**src/rtl/dmem_pkg.sv**
```systemverilog
// Shared types and constants for the data-memory wait controller.
package dmem_pkg;

  typedef enum logic [1:0] {
    IDLE   = 2'd0,
    ACCESS = 2'd1,
    DONE   = 2'd2,
    WPOST  = 2'd3
  } dmem_state_t;

  // Returned as load data when the watchdog aborts a read.
  localparam logic [31:0] DMEM_ERR_PAT = 32'hDEADBEEF;

  function automatic int be_width(input int data_w);
    return data_w / 8;
  endfunction

endpackage

```
**src/rtl/dmem_watchdog.sv**
```systemverilog
// Access-cycle counter; expired pulses on the TIMEOUT-th counted cycle.
// TIMEOUT=0 removes the counter and ties expired low.
module dmem_watchdog #(
  parameter int TIMEOUT = 255
) (
  input  logic clk,
  input  logic rst,
  input  logic clr,
  input  logic en,
  output logic expired
);
  localparam int CW = (TIMEOUT > 0) ? $clog2(TIMEOUT + 1) : 1;

  generate
    if (TIMEOUT == 0) begin : g_off
      logic unused_wd;
      assign unused_wd = ^{clk, rst, clr, en};
      assign expired   = 1'b0;
    end else begin : g_on
      logic [CW-1:0] cnt;

      always_ff @(posedge clk or posedge rst) begin
        if (rst)                              cnt <= '0;
        else if (clr)                         cnt <= '0;
        else if (en && cnt != CW'(TIMEOUT))   cnt <= cnt + CW'(1);
      end

      // This cycle brings the count to TIMEOUT.
      assign expired = en && (cnt == CW'(TIMEOUT - 1));
    end
  endgenerate

endmodule

```
**src/rtl/dmem_wait_ctrl.sv**
```systemverilog
// MEM-stage data-memory req/ack controller with pipeline stall output.
// Optional posted stores: define DMEM_POSTED_WRITE_EN.
module dmem_wait_ctrl
  import dmem_pkg::*;
#(
  parameter int ADDR_W  = 32,
  parameter int DATA_W  = 32,
  parameter int TIMEOUT = 255
) (
  input  logic                          clk,
  input  logic                          rst,
  input  logic                          enable,
  input  logic                          pipe_en,
  input  logic                          MemRead,
  input  logic                          MemWrite,
  input  logic [ADDR_W-1:0]             Address,
  input  logic [DATA_W-1:0]             WriteData,
  input  logic [be_width(DATA_W)-1:0]   ByteEn,
  output logic [DATA_W-1:0]             ReadData,
  output logic                          dmem_wait,
  output logic                          dmem_err,
  output logic                          mem_req,
  output logic                          mem_we,
  output logic [ADDR_W-1:0]             mem_addr,
  output logic [DATA_W-1:0]             mem_wdata,
  output logic [be_width(DATA_W)-1:0]   mem_be,
  input  logic                          mem_ack,
  input  logic [DATA_W-1:0]             mem_rdata
);
  dmem_state_t state;
  logic        req_any, accept, wait_idle, wd_exp;

  assign req_any = MemRead | MemWrite;

`ifdef DMEM_POSTED_WRITE_EN
  // A store is only taken when the pipeline advances past it; otherwise it
  // stays presented and is picked up on a later cycle without stalling.
  logic post;
  assign post      = MemWrite & pipe_en;
  assign accept    = enable & (MemWrite ? pipe_en : MemRead);
  assign wait_idle = enable & MemRead & ~MemWrite;
`else
  assign accept    = enable & req_any;
  assign wait_idle = accept;
`endif

  always_comb begin
    dmem_wait = 1'b0;
    case (state)
      IDLE:    dmem_wait = wait_idle;
      ACCESS:  dmem_wait = 1'b1;
      WPOST:   dmem_wait = req_any;
      default: dmem_wait = 1'b0;
    endcase
    if (rst) dmem_wait = 1'b0;
  end

  dmem_watchdog #(.TIMEOUT(TIMEOUT)) u_wd (
    .clk     (clk),
    .rst     (rst),
    .clr     (state == IDLE),
    .en      ((state == ACCESS) || (state == WPOST)),
    .expired (wd_exp)
  );

  always_ff @(posedge clk or posedge rst) begin
    if (rst) begin
      state     <= IDLE;
      ReadData  <= '0;
      dmem_err  <= 1'b0;
      mem_req   <= 1'b0;
      mem_we    <= 1'b0;
      mem_addr  <= '0;
      mem_wdata <= '0;
      mem_be    <= '0;
    end else begin
      case (state)
        IDLE: if (accept) begin
          mem_req   <= 1'b1;
          mem_we    <= MemWrite;
          mem_addr  <= Address;
          mem_wdata <= WriteData;
          mem_be    <= MemWrite ? ByteEn : '1;
`ifdef DMEM_POSTED_WRITE_EN
          state     <= post ? WPOST : ACCESS;
`else
          state     <= ACCESS;
`endif
        end
        ACCESS: begin
          // An ack on the last allowed cycle beats the watchdog.
          if (mem_ack) begin
            if (!mem_we) ReadData <= mem_rdata;
            mem_req <= 1'b0;
            state   <= DONE;
          end else if (wd_exp) begin
            if (!mem_we) ReadData <= DATA_W'(DMEM_ERR_PAT);
            mem_req  <= 1'b0;
            dmem_err <= 1'b1;
            state    <= DONE;
          end
        end
        DONE: if (pipe_en) state <= IDLE;
`ifdef DMEM_POSTED_WRITE_EN
        WPOST: begin
          if (mem_ack) begin
            mem_req <= 1'b0;
            state   <= IDLE;
          end else if (wd_exp) begin
            mem_req  <= 1'b0;
            dmem_err <= 1'b1;
            state    <= IDLE;
          end
        end
`endif
        default: state <= IDLE;
      endcase
    end
  end

endmodule

```
**config.mk**
```make
export PLATFORM = sky130hd
export DESIGN_NAME = dmem_wait_ctrl
export DESIGN_NICKNAME = d
export VERILOG_FILES = /design/src/rtl/dmem_pkg.sv /design/src/rtl/dmem_watchdog.sv /design/src/rtl/dmem_wait_ctrl.sv
export SDC_FILE = /design/constraint.sdc
export NUM_CORES = 1
export LEC_CHECK = 0
export CAP_MARGIN = 40
export CORE_AREA = 3 3 111 113
export CTS_CLUSTER_DIAMETER = 50
export DETAILED_ROUTE_END_ITERATION = 12
export DIE_AREA = 0 0 114 116
export PLACE_DENSITY = 0.84
export SLEW_MARGIN = 5
export SYNTH_ARGS = -nofsm -noshare
export SYNTH_HDL_FRONTEND = slang
export SYNTH_SLANG_ARGS = --single-unit
```
**constraint.sdc**
```tcl
create_clock -name clk -period 5.1 [get_ports clk]
set_clock_uncertainty 0.05 [all_clocks]
set_input_delay 1.02 -clock clk [delete_from_list [all_inputs] [get_ports clk]]
set_output_delay 1.02 -clock clk [all_outputs]
set_load 0.03 [all_outputs]
```
==> impl_metrics.csv <==
group,metric,value,unit
power_and_ir_drop,clkPwrFrac,23.8,%
finish,fill_cells,842,
logic_synthesis,synth_top_area_cell,"dfrtp_1",
finish,antenna-diode-count,0,
clock_tree,ctsHoldBuffers,0,
grt,grt_max_degree,69,
routing,drt-total-wl,12.7,mm
clock_tree,clkSinkCount,113,
sta,finalSetupViolCount,0,
place,gp_congestion,0.822,
logic_synthesis,ys_async_sr_fraction,100,%
logic_synthesis,yosysWarnings,0,
logic_synthesis,synth_xor_area_share,0,%
logic_synthesis,synth_fa_ha_area_share,0.530,%
routing,wire_per_inst,17.3,µm
routing,drtPass1Iterations,4,
grt,gr-total-overflow,0,
logic_synthesis,synth_top_cell_area_share,59.9,%
floorplanning,rows,39,
floorplanning,chipHeight,116,µm
logic_synthesis,syn_area,4720,µm²
sta,min_period,3.95,ns
sta,finalHoldViolCount,0,
grt,grt_pass1_vias,3932,
logic_synthesis,synth_edf_count,0,
logic_synthesis,synth_top_family_by_area,"multiplexers",
power_and_ir_drop,power.switching,2.04,mW
critical_path,critPathCaptureType,"output pin",
sta,fin_crit_sh,77.5,%
logic_synthesis,ys_types,45,
routing,antenna_left,0,
sta,tightest_slew,0.844,ns
clock_tree,numCtsBuffers,17,
power_and_ir_drop,pwr-share-seq,29.7,%
clock_tree,clk_latency,0.40,ns
power_and_ir_drop,p_comb_share,46.5,%
clock_tree,post_cts_buffers,0,
grt,antenna_found_initial,0,
logic_synthesis,synth-seq-cells,113,
critical_path,cp_max_fo,8,
power_and_ir_drop,peakVddDrop,460,µV
grt,track_usage,19.2,%
logic_synthesis,syn_inst,366,
floorplanning,initial_core_util,41.4,%
power_and_ir_drop,switching_share,37.7,%
logic_synthesis,syn_area_per_cell,12.9,µm²
worst_hold_path,hold_path.class,"register to register",
logic_synthesis,yosys.area_share.simple,4.61,%
logic_synthesis,yosysSeqAreaShare,59.9,%
critical_path,start_kind,"primary input",
sta,rsz0062_at_grt,"false",
clock_tree,cts-htree-levels,4,
sta,maxSlewViolCount,0,
routing,drcViolationCount,0,
critical_path,cp.arrival,2.88,ns
finish,syn_to_final_growth,60.1,%
logic_synthesis,ys.flop_type,"dfrtp_1",
routing,vias_per_cell,5.17,
floorplanning,core,11400,µm²
logic_synthesis,synthTopCellsByArea,"dfrtp_1 60%, mux2_2 14%, a21oi_1 3.4%",
power_and_ir_drop,p_leak,3.12,nW
grt,grt_pass1_wl,20.1,mm
power_and_ir_drop,powerDensity,715,nW/µm²
routing,drt-initial-drc-count,283,
finish,drive_above_1_share,17.3,%
critical_path,crit_required,4.03,ns
clock_tree,post_cts_resize_count,0,
place,portBuffers,210,
sta,relSlewSlack,43.7,%
clock_tree,cts_root_buffer,"clkbuf_16",
finish,final_core_util,66.3,%
place,dp.final_hpwl,9.26,mm
job,max_cap_violations,0,
clock_tree,cts_tree,"built",
finish,nets,687,
routing,vias,3788,
run_status,status,"finished, final reports clean",
sta,tns,0,ns
floorplanning,dieArea,13200,µm²
clock_tree,clk_pin_slew_worst_paths,0.05,ns
power_and_ir_drop,internal_power,3.37,mW
floorplanning,ios,211,
clock_tree,clockBufferDepth,2,
floorplanning,die_width,114,µm
logic_synthesis,synth_compound_area_share,13.5,%
sta,fmax,0.253,GHz
critical_path,crit_type,"primary input to output pin",
logic_synthesis,syn_nets,475,
logic_synthesis,synthMuxAreaShare,15.7,%
## path summary, 6_finish.rpt
kind                                    endpoint  startpoint  slack [ns]  cells after the start
worst max-delay path                   dmem_wait    MemWrite        1.15                      5
max in group asynchronous            ReadData[3]         rst        3.11                      3
worst max register to register      mem_addr[19]    state[0]        2.82                      3
worst min-delay path                    dmem_err    dmem_err        0.41                      1
min in group asynchronous       u_wd.g_on.cnt[4]         rst        0.98                      2
worst min register to register          dmem_err    dmem_err        0.41                      1
## area by class of cell
class | instances | area [µm²] | share of cell area [%]
clock buffers | 21 | 470 | 6.22
inverters | 31 | 119 | 1.57
flip-flops and latches | 113 | 2830 | 37.4
clock inverters | 10 | 181 | 2.40
repair buffers | 216 | 2170 | 28.7
well taps | 143 | 179 | 2.36
multi-input cells | 199 | 1620 | 21.4
## state kept, by name (all words and copies together) (netlist names)
name,count
state,2
u_wd.g_on.cnt,8
ReadData,32
dmem_err,1
mem_req,1
mem_addr,32
mem_be,4
mem_wdata,32
mem_we,1
## power groups by stage
stage	registers [mW]	clock network (mW)	logic [mW]
after CTS	1.61	1.32	2.54
final	1.61	1.29	2.51
after global routing	1.67	1.36	2.65
after detailed placement	1.62	0	2.53
after global placement	1.58	0	2.46
after floorplan	2.35	0	0.705
## cell usage after synthesis (2+ instances only)
cell,n
o22ai_1,24
nand3_1,6
a211oi_1,2
buf_4,7
ha_1,2
o2bb2ai_1,2
clkbuf_1,3
a22o_1,8
a21o_1,10
o21ai_0,5
nand2_1,3
or3b_1,2
a32o_1,2
inv_1,31
a31oi_1,6
mux2_1,5
buf_2,7
a21oi_1,32
nor2_1,7
nand4_2,2
dfrtp_1,113
buf_6,5
mux2_2,60
## layer usage
metal | global-route usage (%) | routed length (µm) | up-vias
met5 | 0 | 0 | -
met4 | 4.99 | 96 | 0
met3 | 5.90 | 891 | 9
met2 | 33.6 | 6660 | 152
met1 | 23.2 | 5010 | 1876
li1 | - | - | 1751
## per-stage QoR
stage | setup slack [ns] | hold WS (ns) | power (mW) | instances | cell area (µm²)
detailed placement | 1.15 | 0.410 | 4.15 | 702 | 6910
floorplan | 1.04 | 0.464 | 3.06 | 366 | 4720
CTS | 1.15 | 0.422 | 5.46 | 733 | 7570
finish | 1.15 | 0.414 | 5.41 | 733 | 7570
global route | 1.08 | 0.436 | 5.67 | 733 | 7570
global placement | 1.17 | 0.401 | 4.04 | 698 | 6860
## logic make-up (layout without fill, tap and decap cells)
family | after synthesis | count (layout)
fa+ha+maj | 2 | 2
mux | 66 | 66
compound gates | 99 | 99
flops | 113 | 113
simple gates | 32 | 32
buf+inv | 54 | 278
## cell usage in the layout (no fill, tap or decap), types with 6 or more instances in the layout
master	count
dfrtp_1	113
clkdlybuf4s50_1	210
o22ai_1	24
nand3_1	6
a31oi_1	6
nor2_1	7
a21o_1	10
inv_1	30
a21oi_1	32
a22o_1	8
mux2_2	60
clkbuf_16	17
## worst max-delay path, cell delays in order
cell and delay (ns):
clkdlybuf4s50_1 0.52, or3b_1 0.40, a2bb2oi_1 0.28, nor2_1 0.07, clkdlybuf4s50_1 0.60
(Power assumes the default switching activity.)
